--- config.mk ---
export PLATFORM = sky130hd
export DESIGN_NAME = axi_wr_arbiter
export DESIGN_NICKNAME = d
export VERILOG_FILES = /design/src/rtl/axi_wr_arbiter.sv
export SDC_FILE = /design/constraint.sdc
export NUM_CORES = 1
export LEC_CHECK = 0
export BUFFER_PORTS_ARGS = -buffer_cell sky130_fd_sc_hd__buf_2
export CAP_MARGIN = 30
export CORE_AREA = 10 10 106 108
export DETAILED_ROUTE_END_ITERATION = 7
export DIE_AREA = 0 0 116 118
export PLACE_DENSITY = 0.59
export SYNTH_ARGS = -nofsm -noshare
export SYNTH_HDL_FRONTEND = slang
export SYNTH_SLANG_ARGS = --single-unit
--- constraint.sdc ---
create_clock -name clk -period 1.7 [get_ports clk]
set_input_delay 0.34 -clock clk [delete_from_list [all_inputs] [get_ports clk]]
set_output_delay 0.34 -clock clk [all_outputs]
set_load 0.02 [all_outputs]
--- src/rtl/axi_wr_arbiter.sv ---
// Write-channel arbiter: shares one slave AW/W/B port among NUM_M masters.
// Round-robin grant on AW; the grant is held through the W burst and the B
// response, so exactly one write transaction is in flight at a time.
module axi_wr_arbiter #(
    parameter int unsigned NUM_M = 2,
    parameter int unsigned IDW   = 4,
    parameter int unsigned AW    = 32,
    parameter int unsigned DW    = 32
) (
    input  logic                       clk,
    input  logic                       rst_n,
    // Master-side AW
    input  logic [NUM_M*IDW-1:0]       m_awid_i,
    input  logic [NUM_M*AW-1:0]        m_awaddr_i,
    input  logic [NUM_M*4-1:0]         m_awlen_i,
    input  logic [NUM_M*3-1:0]         m_awsize_i,
    input  logic [NUM_M*2-1:0]         m_awburst_i,
    input  logic [NUM_M-1:0]           m_awvalid_i,
    output logic [NUM_M-1:0]           m_awready_o,
    // Master-side W
    input  logic [NUM_M*IDW-1:0]       m_wid_i,
    input  logic [NUM_M*DW-1:0]        m_wdata_i,
    input  logic [NUM_M*(DW/8)-1:0]    m_wstrb_i,
    input  logic [NUM_M-1:0]           m_wlast_i,
    input  logic [NUM_M-1:0]           m_wvalid_i,
    output logic [NUM_M-1:0]           m_wready_o,
    // Master-side B
    output logic [IDW-1:0]             m_bid_o,
    output logic [1:0]                 m_bresp_o,
    output logic [NUM_M-1:0]           m_bvalid_o,
    input  logic [NUM_M-1:0]           m_bready_i,
    // Slave-side AW
    output logic [IDW-1:0]             s_awid_o,
    output logic [AW-1:0]              s_awaddr_o,
    output logic [3:0]                 s_awlen_o,
    output logic [2:0]                 s_awsize_o,
    output logic [1:0]                 s_awburst_o,
    output logic                       s_awvalid_o,
    input  logic                       s_awready_i,
    // Slave-side W
    output logic [IDW-1:0]             s_wid_o,
    output logic [DW-1:0]              s_wdata_o,
    output logic [DW/8-1:0]            s_wstrb_o,
    output logic                       s_wlast_o,
    output logic                       s_wvalid_o,
    input  logic                       s_wready_i,
    // Slave-side B
    input  logic [IDW-1:0]             s_bid_i,
    input  logic [1:0]                 s_bresp_i,
    input  logic                       s_bvalid_i,
    output logic                       s_bready_o,
    // Status
    output logic [$clog2(NUM_M)-1:0]   gnt_idx_o,
    output logic                       busy_o,
    output logic                       proto_err_o
);

    localparam int unsigned GW = $clog2(NUM_M);
    localparam int unsigned SW = DW / 8;

    typedef enum logic [1:0] {StIdle, StAddr, StData, StResp} state_e;

    state_e        state_q, state_d;
    logic [GW-1:0] gnt_q, gnt_d;
    logic [GW-1:0] last_q, last_d;
    logic [3:0]    beat_q, beat_d;
    logic [3:0]    len_q, len_d;
    logic          proto_err_q, proto_err_d;

    logic [GW-1:0] rr_cand;
    logic [GW-1:0] rr_idx;
    logic          rr_found;
    logic          last_beat;

    // Round-robin pick: first requester after last_q, wrapping modulo NUM_M
    always_comb begin
        rr_cand  = '0;
        rr_idx   = '0;
        rr_found = 1'b0;
        for (int unsigned i = 1; i <= NUM_M; i++) begin
            rr_cand = GW'((32'(last_q) + i) % NUM_M);
            if (!rr_found && m_awvalid_i[rr_cand]) begin
                rr_found = 1'b1;
                rr_idx   = rr_cand;
            end
        end
    end

    assign last_beat = (beat_q == len_q);

    // Payload muxes follow the held grant; only valid/ready are state-gated
    always_comb begin
        s_awid_o    = m_awid_i[gnt_q*IDW +: IDW];
        s_awaddr_o  = m_awaddr_i[gnt_q*AW +: AW];
        s_awlen_o   = m_awlen_i[gnt_q*4 +: 4];
        s_awsize_o  = m_awsize_i[gnt_q*3 +: 3];
        s_awburst_o = m_awburst_i[gnt_q*2 +: 2];
        s_wid_o     = m_wid_i[gnt_q*IDW +: IDW];
        s_wdata_o   = m_wdata_i[gnt_q*DW +: DW];
        s_wstrb_o   = m_wstrb_i[gnt_q*SW +: SW];
        m_bid_o     = s_bid_i;
        m_bresp_o   = s_bresp_i;
    end

    // Next-state and handshake routing for the IDLE->ADDR->DATA->RESP cycle
    always_comb begin
        state_d     = state_q;
        gnt_d       = gnt_q;
        last_d      = last_q;
        beat_d      = beat_q;
        len_d       = len_q;
        proto_err_d = 1'b0;
        m_awready_o = '0;
        m_wready_o  = '0;
        m_bvalid_o  = '0;
        s_awvalid_o = 1'b0;
        s_wvalid_o  = 1'b0;
        s_wlast_o   = 1'b0;
        s_bready_o  = 1'b0;
        unique case (state_q)
            StIdle: begin
                if (rr_found) begin
                    gnt_d   = rr_idx;
                    state_d = StAddr;
                end
            end
            StAddr: begin
                s_awvalid_o         = m_awvalid_i[gnt_q];
                m_awready_o[gnt_q]  = s_awready_i;
                if (s_awvalid_o && s_awready_i) begin
                    len_d   = m_awlen_i[gnt_q*4 +: 4];
                    beat_d  = '0;
                    state_d = StData;
                end
            end
            StData: begin
                s_wvalid_o         = m_wvalid_i[gnt_q];
                s_wlast_o          = last_beat;
                m_wready_o[gnt_q]  = s_wready_i;
                if (s_wvalid_o && s_wready_i) begin
                    beat_d      = beat_q + 4'd1;
                    proto_err_d = (m_wlast_i[gnt_q] != last_beat);
                    // Burst length is owned by awlen; master wlast is only audited
                    if (last_beat) begin
                        state_d = StResp;
                    end
                end
            end
            StResp: begin
                m_bvalid_o[gnt_q] = s_bvalid_i;
                s_bready_o        = m_bready_i[gnt_q];
                if (s_bvalid_i && s_bready_o) begin
                    last_d  = gnt_q;
                    state_d = StIdle;
                end
            end
            default: state_d = StIdle;
        endcase
    end

    // State registers with asynchronous reset
    always_ff @(posedge clk or negedge rst_n) begin
        if (!rst_n) begin
            state_q     <= StIdle;
            gnt_q       <= '0;
            last_q      <= GW'(NUM_M - 1);
            beat_q      <= '0;
            len_q       <= '0;
            proto_err_q <= 1'b0;
        end else begin
            state_q     <= state_d;
            gnt_q       <= gnt_d;
            last_q      <= last_d;
            beat_q      <= beat_d;
            len_q       <= len_d;
            proto_err_q <= proto_err_d;
        end
    end

    assign gnt_idx_o   = gnt_q;
    assign busy_o      = (state_q != StIdle);
    assign proto_err_o = proto_err_q;

endmodule
# Yosys cells after proc, flatten, opt, wreduce, memory -nomap -nowiden
# Index checks and enable logic that the tools add are counted.
dict set report totals {
  register_bits 13
  out_inout_bits 104
  input_bits 189
  wordCells 85
}
dict set report op_classes {
  mul 1
  addsub 3
  bitwise_logic 3
  n_reduce_logical 14
  shifts 8
  n_mux 36
  n_eq_ne 10
  magnitude_cmp 4
}
# op n
set op_table {}
lappend op_table {{64-bit by 7-bit indexed part select with 32-bit output} 2}
lappend op_table {{8-bit by 4-bit indexed part select with 4-bit output} 4}
lappend op_table {{1-bit 2-to-1 mux} 23}
lappend op_table {{2-bit 2-to-1 mux} 8}
lappend op_table {{2-bit != test, second input constant} 5}
lappend op_table {{4-bit 2-to-1 mux} 2}
lappend op_table {{2-bit case mux with 4 select lines} 1}
lappend op_table {{4-bit case mux with 2 select lines} 1}
lappend op_table {{2-bit bitwise AND} 3}
lappend op_table {{1-bit by 2-bit < comparator with 1-bit output, second input constant} 3}
lappend op_table {{2-bit AND reduction} 3}
lappend op_table {{6-bit by 4-bit indexed part select with 3-bit output} 1}
lappend op_table {{1-bit logical AND} 5}
lappend op_table {{5-bit AND reduction} 1}
lappend op_table {{4-bit by 1-bit adder with 4-bit output, second input constant} 1}
lappend op_table {{2-bit equality test, second input constant} 2}
lappend op_table {{4-bit equality test} 1}
lappend op_table {{2-bit nonzero test} 2}
lappend op_table {{4-bit by 3-bit indexed part select with 2-bit output} 1}
lappend op_table {{1-bit by 2-bit multiplier with 3-bit output, second input constant} 1}
lappend op_table {{3-bit AND reduction} 1}
lappend op_table {{1-bit adder, second input constant} 2}
lappend op_table {{2-bit by 1-bit equality test with 1-bit output, second input constant} 1}
lappend op_table {{2-bit zero test} 1}
lappend op_table {{4 further kinds} 4}

# Logic depth before layout (Yosys ltp)
# Gate-level depths: netlist (run 1).
dict set report depth {
  word_depth 9
  depth_mapped 7
  ltp_nobuf 6
}

# Least setup slack after synthesis (run 1)
# OpenSTA, ideal clock, no wires.
dict set report synth_path {
  path_kind {register to output}
  startpoint {reg gnt_q (netlist: gnt_idx_o)}
  endpoint {out s_awaddr_o[10]}
  arrival_ns 1.426
  path_slack_ns -0.066
  stages_incl_launch_ff 5
  required_time_ns 1.360
  path_cell_list {dfrtp_1 > buf_4 > buf_2 > buf_2 > mux2_2}
}
dict set report synth_between {
  elab_chain_len 1
}
# item line_no
set synth_lines {}
lappend synth_lines {{start: declaration} 64} ;# logic [GW-1:0] gnt_q, gnt_d;
lappend synth_lines {{start signal: assignment} 172} ;# gnt_q <= gnt_d;
lappend synth_lines {{64-bit by 7-bit indexed part select with 32-bit output} 94} ;# s_awaddr_o = m_awaddr_i[gnt_q*AW +: AW];
lappend synth_lines {{end: declaration} 34} ;# output logic [AW-1:0] s_awaddr_o,
# No other way between the ends.

# Worst setup path after layout (run 1)
dict set report layout_path {
  startpoint {reg gnt_q (netlist: gnt_idx_o)}
  endpoint {out s_wdata_o[20]}
}
dict set report layout_between {
  elab_chain_len 1
}
# item line_no
set layout_lines {}
lappend layout_lines {{64-bit by 7-bit indexed part select with 32-bit output} 99} ;# s_wdata_o = m_wdata_i[gnt_q*DW +: DW];
lappend layout_lines {{end: declaration} 42} ;# output logic [DW-1:0] s_wdata_o,
# No other way between the ends.

==> metrics.csv, run 1 <==
stage;metric;value;unit
yosys;count leader, synth;sky130_fd_sc_hd__mux2_2;
critical_path;CP top delay family;flip-flops;
timing;Worst Setup Slack, final;-181;ps
routing;drt via density;4.70;
timing;tightest slew margin relative to the limit;79.5;%
run_status;result of the run;finished, violations left;
place;post-DP HPWL;10700;um
cts;number of levels in the clock H-tree;1;
critical_path;sequence of cells on the critical path;buf_8, clkbuf_16, mux2_4, buf_6;
die;width of the die;116;um
cts;clock-pin slew reported for the worst setup and hold paths after clock tree synthesis;60;ps
routing;drt pass-1 iters;4;
yosys;multiplexer share of the synthesized area;52.6;%
pwr;Power per Cell Area;1610;mW/mm^2
yosys;warning count from the yosys run;0;
die;area of the placeable core;0.00911;mm^2
yosys;cells taking the most area after synthesis;sky130_fd_sc_hd__mux2_2, sky130_fd_sc_hd__dfrtp_1, sky130_fd_sc_hd__ha_1;
worst_hold_path;Min-Delay Endpoint;last_q;
worst_hold_path;hold path start;s_bvalid_i;
critical_path;start point of the critical path;gnt_idx_o;
routing;DRC violations left;0;
cts;library cell used as clock root buffer;sky130_fd_sc_hd__clkbuf_8;
cts;CTS Buffer Depth;2;
cts;clock tree from TritonCTS;done;
critical_path;Crit Path Category;reg2out;
yosys;share of the synthesized netlist area taken by xor and xnor gates;2.20;%
die;Total Die Area;0.0137;mm^2
pwr;static leakage;2.31;nW
yosys;synthesized-area fraction occupied by and/or/nand/nor cells;9.87;%
routing;total detailed-routing wirelength;13600;um
critical_path;origin of the critical flop-to-flop path;gnt_idx_o;
critical_path;Max FO, Critical Path;5;
yosys;post-synthesis instance area;0.00199;mm^2
yosys;dominant synthesized flop cell;sky130_fd_sc_hd__dfrtp_1;
timing;fin crit period;1880;ps
critical_path;standard cell with the maximum stage delay on the critical path;sky130_fd_sc_hd__dfrtp_4;
cells_and_area;number of nets in the layout;694;
timing;clock skew;3.11;ps
yosys;fraction of registers with async set or reset after synthesis;100;%
routing;detailed-route via count;2870;
cells_and_area;layout-stage area growth over the synthesis result;125;%
critical_path;crit path launch type;flop;
die;effective utilization at floorplan;21.9;%
yosys;most common library cells after synthesis;sky130_fd_sc_hd__mux2_2, sky130_fd_sc_hd__dfrtp_1, sky130_fd_sc_hd__buf_2;
cells_and_area;fraction of final layout cells with drive strength greater than 1;87.0;%
timing;worst slew pin tran;307;ps
yosys;mean cell area of the mapped netlist;9.95;um^2
global_routing;total routing resource utilization after global routing;16.0;%
cts;total number of clock tree sinks;13;
global_routing;number of global-route vias before repair;2865;
timing;fin crit share;111;%
worst_hold_path;Hold Path Cell Cnt;3;
global_routing;global-route wire length before repair;17300;um
global_routing;largest net degree at the start of global routing;19;
die;I/O pin count;293;
global_routing;initial antenna violation count;0;
critical_path;data required time of the worst path;1360;ps
place;pre-CTS setup slack;50.0;ps
critical_path;data arrival time of the critical path;1540;ps
yosys;net count of the mapped netlist;394;
die;std cell rows;35;
place;Routability Congestion;0.859;
cts;Inserted Clock Buffers;3;
yosys;sequential area share after synthesis;16.4;%
timing;Hold Vio Cnt, Final;0;
timing;number of setup violations in the final report;85;
worst_hold_path;path category of the worst min-delay check;in2reg;
routing;number of DRC markers after the initial detailed-route iteration;95;
critical_path;Worst path max stage delay;520;ps
yosys;Yosys cell types;39;
yosys;share of the synthesized area in compound gates (AO/OA/AOI/OAI);8.61;%
yosys;post-synth top area share;49.2;%
yosys;flop and latch count out of synthesis;13;
pwr;Peak VDD IR;886;uV
critical_path;Buf+Inv Stages, Crit Path;3;
yosys;number of flops mapped to enable cells by yosys;0;
timing;max-slew violation total from the final report;0;
critical_path;total stage count of the critical path;4;
timing;unrepaired setup endpoints after global routing;yes;
timing;final-layout setup total negative slack;-11570;ps
routing;antenna viol nets, final;0;
yosys;adder-cell share of the synthesized area;3.14;%
critical_path;critical path endpoint category;output port;
global_routing;Remaining Overflow, GRT;0;
cells_and_area;FILL cells;825;
pwr;total chip power;0.00722;W
routing;DR WL/cell;22.2;um
critical_path;reg-to-reg critical path endpoint;beat_q[3];
yosys;combinational family with the most area after synthesis;multiplexers;
die;die outline height;118;um
run_status;violations in the final reports;setup timing;
critical_path;register-to-register path setup slack;20;ps
cells_and_area;total inserted antenna cells;0;
yosys;cell count after synthesis;200;
yosys;largest area contributor in the synthesized netlist;sky130_fd_sc_hd__mux2_2;
place;number of buffers added on ports;280;
run;total of max-cap violations;0;
timing;top achievable clock speed;532;MHz
cts;clock latency on the worst-skew pair;240;ps
critical_path;R2R cell count;5;
[per-stage QoR]
stage               cell area (um^2)  hold slack (ps)  cells  utilization (%)
floorplan                       2010             44.4    200                -
global placement                3510              247    581             38.6
detailed placement              3510              241    581             38.6
CTS                             3830              396    594             42.0
global route                    4470              420    610             49.1
finish                          4470              429    610             49.1
[tightest hold or removal path, cell delays in order]
cell and delay, ps:
sky130_fd_sc_hd__buf_2 130, sky130_fd_sc_hd__a31oi_1 130, sky130_fd_sc_hd__nor2_1 70
[power breakdown]
group / switching, W / internal [W]
Clock: 0.000108 / 0.000165
Combinational: 0.00300 / 0.00336
Sequential: 0.000135 / 0.000447
[cells in the final DEF (no fill, tap or decap), drive strengths merged, types with 2 or more instances in the layout]
master | synthesis | final
a31oi | 6 | 6
o21ai | 4 | 4
inv | 8 | 8
nand3 | 3 | 3
nand2 | 7 | 7
and3 | 4 | 4
mux2 | 90 | 90
mux2i | 3 | 3
dfrtp | 12 | 12
xor2 | 5 | 5
nor2b | 4 | 4
nand2b | 4 | 4
nor2 | 6 | 6
clkbuf | 1 | 11
buf | 18 | 306
a21oi | 2 | 2
o31ai | 2 | 2
ha | 5 | 5
and2 | 2 | 2
[worst max-delay path by stage]
| stage | slack [ps] | to |
|---|---|---|
| finish | -180 | s_wdata_o[20] |
| global route | -200 | s_wdata_o[31] |
| CTS | -200 | s_wdata_o[31] |
| detailed placement | 50 | s_awlen_o[3] |
| global placement | 70 | s_awlen_o[3] |
| floorplan | 3 | s_awaddr_o[0] |
[registers in the layout, summed over array words and instances (netlist names)]
| name | cells |
|---|---|
| beat_q | 4 |
| len_q | 4 |
| state_q | 2 |
| gnt_idx_o | 1 |
| last_q | 1 |
| proto_err_o | 1 |
[repair_timing]
action,4_1_cts,5_1_grt
pin swaps,3,5
gates resized for setup,51,131
setup endpoints to repair,93,102
buffers inserted,6,11
cloned,2,7
endpoints found under the hold margin,12,0
hold buffers,1,0
[cells by family after synthesis]
logic type / after synthesis
compound gates: 24
xor+xnor: 5
fa+ha+maj: 5
buf+inv: 27
flops: 13
mux: 93
simple gates: 33
[area by class of cell]
| type | instances | area, um^2 | share of cell area [%] |
|---|---|---|---|
| well taps | 111 | 139 | 3.10 |
| repair buffers | 314 | 2250 | 50.3 |
| flip-flops and latches | 13 | 332 | 7.41 |
| clock buffers | 4 | 45.0 | 1.01 |
| inverters | 8 | 32.5 | 0.727 |
| multi-input cells | 160 | 1680 | 37.5 |
[layer usage]
metal	up-vias	global-route usage (%)	routed length, um
met2	162	27.9	6790
met1	1354	17.5	4920
met4	0	2.50	281
met3	20	7.08	1560
li1	1334	-	-
met5	-	0	0
(Power assumes the default switching activity.)
==> inputs of run 2 (changes only) <==
BUFFER_PORTS_ARGS = default   (was -buffer_cell sky130_fd_sc_hd__buf_2)
CORE_AREA = 2 2 113 115   (was 10 10 106 108)
DIE_AREA = 0 0 115 117   (was 0 0 116 118)
DONT_BUFFER_PORTS = 1   (was default)
PLACE_DENSITY = 0.3   (was 0.59)
==> metrics.csv, run 2 (synthesis gave the netlist of run 1 again) <==
stage;metric;value;unit;change
critical_path;standard cell with the maximum stage delay on the critical path;sky130_fd_sc_hd__dfrtp_4;;unchanged
routing;DR WL/cell;23.1;um;was 22.2 um
global_routing;total routing resource utilization after global routing;10.7;%;was 16.0%
die;I/O pin count;293;;unchanged
cells_and_area;fraction of final layout cells with drive strength greater than 1;71.7;%;was 87.0%
global_routing;Remaining Overflow, GRT;0;;unchanged
place;post-DP HPWL;6880;um;was 10,700 um
pwr;Power per Cell Area;2080;mW/mm^2;was 1610 mW/mm^2
timing;worst hold margin;275;ps;was 429 ps
die;Total Die Area;0.0135;mm^2;was 0.0137 mm^2
timing;Worst Setup Slack, final;-79.5;ps;was -181 ps
die;std cell rows;41;;was 35
cts;clock tree from TritonCTS;done;;unchanged
worst_hold_path;path category of the worst min-delay check;in2reg;;unchanged
cts;library cell used as clock root buffer;sky130_fd_sc_hd__clkbuf_16;;was sky130_fd_sc_hd__clkbuf_8
pwr;Peak VDD IR;550;uV;was 886 uV
global_routing;initial antenna violation count;0;;unchanged
critical_path;data required time of the worst path;1360;ps;about the same
run_status;result of the run;finished, violations left;;unchanged
cts;Inserted Clock Buffers;3;;unchanged
critical_path;crit path launch type;flop;;unchanged
cts;number of levels in the clock H-tree;1;;unchanged
place;standard cell area after detailed placement;0.00226;mm^2;was 0.00351 mm^2
cells_and_area;number of nets in the layout;418;;was 694
run_status;violations in the final reports;setup timing;;unchanged
routing;number of DRC markers after the initial detailed-route iteration;30;;was 95
routing;antenna viol nets, final;0;;unchanged
die;effective utilization at floorplan;16.2;%;was 21.9%
critical_path;origin of the critical flop-to-flop path;gnt_idx_o;;unchanged
critical_path;critical path endpoint category;output port;;unchanged
timing;top achievable clock speed;562;MHz;was 532 MHz
critical_path;data arrival time of the critical path;1440;ps;was 1540 ps
timing;fin crit period;1780;ps;was 1880 ps
pwr;static leakage;1.21;nW;was 2.31 nW
cells_and_area;commonest cells after routing, fill and taps aside;sky130_fd_sc_hd__mux2_2, sky130_fd_sc_hd__mux2_4, sky130_fd_sc_hd__buf_4, sky130_fd_sc_hd__dfrtp_1;;was sky130_fd_sc_hd__buf_2, sky130_fd_sc_hd__mux2_2, sky130_fd_sc_hd__buf_6, sky130_fd_sc_hd__buf_4, sky130_fd_sc_hd__dfrtp_1
cells_and_area;total inserted antenna cells;0;;unchanged
timing;Hold Vio Cnt, Final;0;;unchanged
critical_path;start point of the critical path;gnt_idx_o;;unchanged
routing;drt via density;4.72;;was 4.70
routing;DRC violations left;0;;unchanged
timing;number of setup violations in the final report;65;;was 85
cts;clock-pin slew reported for the worst setup and hold paths after clock tree synthesis;50;ps;was 60 ps
cells_and_area;commonest non-fill, non-tap cell in the layout;sky130_fd_sc_hd__mux2_2;;was sky130_fd_sc_hd__buf_2
timing;final-layout setup total negative slack;-3420;ps;was -11,570 ps
routing;detailed-route via count;1762;;was 2,870
global_routing;number of global-route vias before repair;1690;;was 2,865
place;Routability Congestion;0.746;;was 0.859
critical_path;most used cell along the critical path;sky130_fd_sc_hd__buf_12;;
die;area of the placeable core;0.0123;mm^2;was 0.00911 mm^2
routing;drt pass-1 iters;4;;unchanged
cells_and_area;layout-stage area growth over the synthesis result;42.4;%;was 125%
timing;tightest slew margin relative to the limit;55.0;%;was 79.5%
critical_path;Worst path max stage delay;520;ps;about the same
cts;CTS Buffer Depth;2;;unchanged
cells_and_area;final standard cell utilization of the core;23.0;%;was 49.1%
worst_hold_path;hold path start;s_wready_i;;was s_bvalid_i
timing;worst slew pin tran;673;ps;was 307 ps
die;width of the die;115;um;was 116 um
place;number of buffers added on ports;0;;was 280
timing;unrepaired setup endpoints after global routing;yes;;unchanged
cells_and_area;top flop regs;beat_q x4, len_q x4, state_q x2;;unchanged
timing;fin crit share;105;%;was 111%
global_routing;global-route wire length before repair;10400;um;was 17,300 um
die;die outline height;117;um;was 118 um
critical_path;Max FO, Critical Path;13;;was 5
cts;total number of clock tree sinks;13;;unchanged
run;total of max-cap violations;0;;unchanged
cells_and_area;final instance area;0.00283;mm^2;was 0.00447 mm^2
critical_path;sequence of cells on the critical path;buf_12, buf_12, mux2_4;;was buf_8, clkbuf_16, mux2_4, buf_6
cts;clock latency on the worst-skew pair;240;ps;about the same
timing;max-slew violation total from the final report;0;;unchanged
routing;total detailed-routing wirelength;8600;um;was 13,600 um
global_routing;largest net degree at the start of global routing;23;;was 19
critical_path;Crit Path Category;reg2out;;unchanged
timing;clock skew;2.46;ps;was 3.11 ps
[run 2: changes by cell type in the layout (fill, tap and decap cells not counted), sizes merged]
cell	previous run	this run
buf	306	35
clkbuf	11	6
[run 2: critical path, delay by kind of cell, from the launching register on]
family,cells,cell delay (ps)
buffers and inverters,2,320
DFF,1,520
muxes,1,350
[run 2: layer usage]
layer  share of wire (%)  track usage [%]
met3                  11             3.60
met5                   0                0
met1                  36             12.3
met2                  51             18.5
met4                 2.3             3.61
[run 2: final timing paths]
kind | end | slack (ps) | depth (start not counted)
worst max register to register | state_q[1] | 50 | 5
max in group asynchronous | gnt_idx_o | 620 | 1
worst max-delay path | s_wdata_o[15] | -80 | 3
worst min register to register | len_q[0] | 530 | 1
worst min-delay path | proto_err_o | 270 | 2
min in group asynchronous | proto_err_o | 580 | 1
[run 2: timing repair]
action | in CTS | in global routing
pin swaps | 1 | 4
endpoints found under the setup margin | 79 | 87
hold endpoints to repair | 13 | 0
hold buffers | 1 | 0
gates cloned | 1 | 3
setup buffers | 7 | 5
gates resized for setup | 49 | 31
[run 2: metrics by stage]
step	power, W	std cells	setup WS [ps]
finish	0.00589	373	-79.5
global placement	0.00441	352	91.2
floorplan	0.00364	200	3.45
CTS	0.00548	365	-82.6
detailed placement	0.00440	352	67.3
global route	0.00621	373	-121
[run 2: final cells by class]
class | count | area, um^2
Multi-Input combinational cell | 160 | 1780
Clock buffer | 4 | 78.8
Sequential cell | 13 | 333
Timing Repair Buffer | 38 | 424
Inverter | 8 | 32.5
Tap cell | 150 | 188
Fill cell | 1301 | 9480
[run 2: where the power goes]
part | total, W | internal [W] | switching [W]
Clock | 0.000447 | 0.000317 | 0.000131
Combinational | 0.00485 | 0.00225 | 0.00260
Sequential | 0.000588 | 0.000450 | 0.000138
==> inputs of run 3 (changes only) <==
TNS_END_PERCENT = 50   (was default)
==> metrics.csv, run 3 (synthesis gave the netlist of run 1 again) <==
stage;metric;value;unit;change
cts;CTS Buffer Depth;2;;unchanged
cells_and_area;count of non-filler cells in the finished layout;372;;was 373
cells_and_area;final instance area;0.00281;mm^2;was 0.00283 mm^2
timing;max-slew violation total from the final report;0;;unchanged
timing;top achievable clock speed;561;MHz;was 562 MHz
place;post-DP HPWL;6880;um;unchanged
run_status;result of the run;finished, violations left;;unchanged
cts;library cell used as clock root buffer;sky130_fd_sc_hd__clkbuf_16;;unchanged
die;Total Die Area;0.0135;mm^2;unchanged
routing;number of DRC markers after the initial detailed-route iteration;55;;was 30
global_routing;initial antenna violation count;0;;unchanged
critical_path;Max FO, Critical Path;22;;was 13
critical_path;Crit Path Category;reg2out;;unchanged
cells_and_area;commonest cells after routing, fill and taps aside;sky130_fd_sc_hd__mux2_2, sky130_fd_sc_hd__mux2_4, sky130_fd_sc_hd__buf_4, sky130_fd_sc_hd__dfrtp_1;;unchanged
routing;DRC violations left;0;;unchanged
pwr;Peak VDD IR;552;uV;was 550 uV
timing;tightest slew margin relative to the limit;54.8;%;was 55.0%
routing;detailed-route via count;1769;;was 1,762
cts;total number of clock tree sinks;13;;unchanged
cells_and_area;layout-stage area growth over the synthesis result;41.2;%;was 42.4%
critical_path;critical path endpoint category;output port;;unchanged
place;number of buffers added on ports;0;;unchanged
timing;worst slew pin tran;676;ps;was 673 ps
cells_and_area;fraction of final layout cells with drive strength greater than 1;71.2;%;was 71.7%
global_routing;number of global-route vias before repair;1679;;was 1,690
cells_and_area;top flop regs;beat_q x4, len_q x4, state_q x2;;unchanged
timing;fin crit period;1780;ps;about the same
timing;Hold Vio Cnt, Final;0;;unchanged
routing;DR WL/cell;23.0;um;was 23.1 um
timing;unrepaired setup endpoints after global routing;yes;;unchanged
run_status;violations in the final reports;setup timing;;unchanged
cts;clock tree from TritonCTS;done;;unchanged
global_routing;largest net degree at the start of global routing;23;;unchanged
cells_and_area;number of nets in the layout;417;;was 418
critical_path;data arrival time of the critical path;1440;ps;about the same
global_routing;Remaining Overflow, GRT;0;;unchanged
pwr;Power per Cell Area;2070;mW/mm^2;was 2080 mW/mm^2
global_routing;global-route wire length before repair;10300;um;was 10,400 um
die;effective utilization at floorplan;16.2;%;unchanged
cts;clock-pin slew reported for the worst setup and hold paths after clock tree synthesis;50;ps;about the same
timing;Worst Setup Slack, final;-82.0;ps;was -79.5 ps
timing;number of setup violations in the final report;65;;unchanged
cells_and_area;total inserted antenna cells;0;;unchanged
die;width of the die;115;um;unchanged
place;standard cell area after detailed placement;0.00226;mm^2;unchanged
global_routing;total routing resource utilization after global routing;10.6;%;was 10.7%
cts;Inserted Clock Buffers;3;;unchanged
die;std cell rows;41;;unchanged
timing;clock skew;5.52;ps;was 2.46 ps
routing;antenna viol nets, final;0;;unchanged
critical_path;data required time of the worst path;1360;ps;about the same
die;die outline height;117;um;unchanged
run;total of max-cap violations;0;;unchanged
cells_and_area;final standard cell utilization of the core;22.8;%;was 23.0%
timing;final-layout setup total negative slack;-3680;ps;was -3420 ps
die;area of the placeable core;0.0123;mm^2;unchanged
worst_hold_path;path category of the worst min-delay check;in2reg;;unchanged
routing;drt pass-1 iters;4;;unchanged
routing;total detailed-routing wirelength;8540;um;was 8600 um
place;Routability Congestion;0.746;;unchanged
routing;drt via density;4.76;;was 4.72
pwr;static leakage;1.20;nW;was 1.21 nW
timing;fin crit share;105;%;about the same
die;I/O pin count;293;;unchanged
timing;worst hold margin;274;ps;was 275 ps
cts;number of levels in the clock H-tree;1;;unchanged
place;Cell Count Post-Placement;352;;unchanged
cells_and_area;commonest non-fill, non-tap cell in the layout;sky130_fd_sc_hd__mux2_2;;unchanged
critical_path;crit path launch type;flop;;unchanged
cts;clock latency on the worst-skew pair;240;ps;about the same
-- run 3: changes by cell type in the layout (fill, tap and decap cells not counted) --
| cell | delta |
|---|---|
| sky130_fd_sc_hd__mux2i_1 | +1 |
| sky130_fd_sc_hd__mux2_4 | -2 |
| sky130_fd_sc_hd__mux2i_2 | -1 |
| sky130_fd_sc_hd__buf_6 | -1 |
| sky130_fd_sc_hd__mux2_2 | +2 |
-- run 3: final timing paths --
kind                            startpoint             to  slack, ps  cells after the start
worst max-delay path             gnt_idx_o  s_wdata_o[30]        -80                      3
worst min-delay path            s_bvalid_i         last_q        270                      2
worst max register to register   gnt_idx_o     state_q[1]         50                      5
worst min register to register    len_q[0]       len_q[0]        530                      1
max in group asynchronous            rst_n      gnt_idx_o        620                      1
min in group asynchronous            rst_n      beat_q[0]        580                      1
-- run 3: repair_timing --
| item | CTS | global route |
|---|---|---|
| setup endpoints to repair | 79 | 87 |
| hold endpoints to repair | 13 | 0 |
| gates resized for setup | 46 | 31 |
| cloned | 1 | 2 |
| buffers inserted | 7 | 5 |
| pin swaps | 1 | 4 |
| hold buffers | 1 | 0 |
-- run 3: report_power, final --
part	internal (W)	total [W]	switching [W]
Clock	0.000317	0.000448	0.000131
Sequential	0.000450	0.000588	0.000138
Combinational	0.00222	0.00479	0.00257
-- run 3: worst max-delay path, cell delays in order (launching register included) --
cell,delay (ps)
sky130_fd_sc_hd__dfrtp_4,470
sky130_fd_sc_hd__buf_12,180
sky130_fd_sc_hd__buf_4,150
sky130_fd_sc_hd__mux2_2,390
-- run 3: per-layer routing --
| metal | part of all wire, % | vias to the layer above | routed length [um] | global-route usage (%) |
|---|---|---|---|---|
| li1 | - | 781 | - | - |
| met1 | 36 | 830 | 3070 | 12.3 |
| met2 | 51 | 146 | 4310 | 18.4 |
| met3 | 11 | 12 | 919 | 3.55 |
| met4 | 2.7 | 0 | 232 | 3.61 |
| met5 | 0 | - | 0 | 0 |
-- run 3: layout make-up --
cell class              instances  area, um^2
flip-flops and latches         13         333
multi-input cells             160        1770
clock buffers                   4        78.8
inverters                       8        32.5
repair buffers                 37         413
fillers                      1302        9500
well taps                     150         188
-- run 3: per-stage QoR --
step	total power, W	worst slack [ps]
after floorplan	0.00364	3.45
after global placement	0.00441	91.2
after detailed placement	0.00440	67.3
after CTS	0.00546	-82.6
after global routing	0.00616	-121
final	0.00583	-82.0
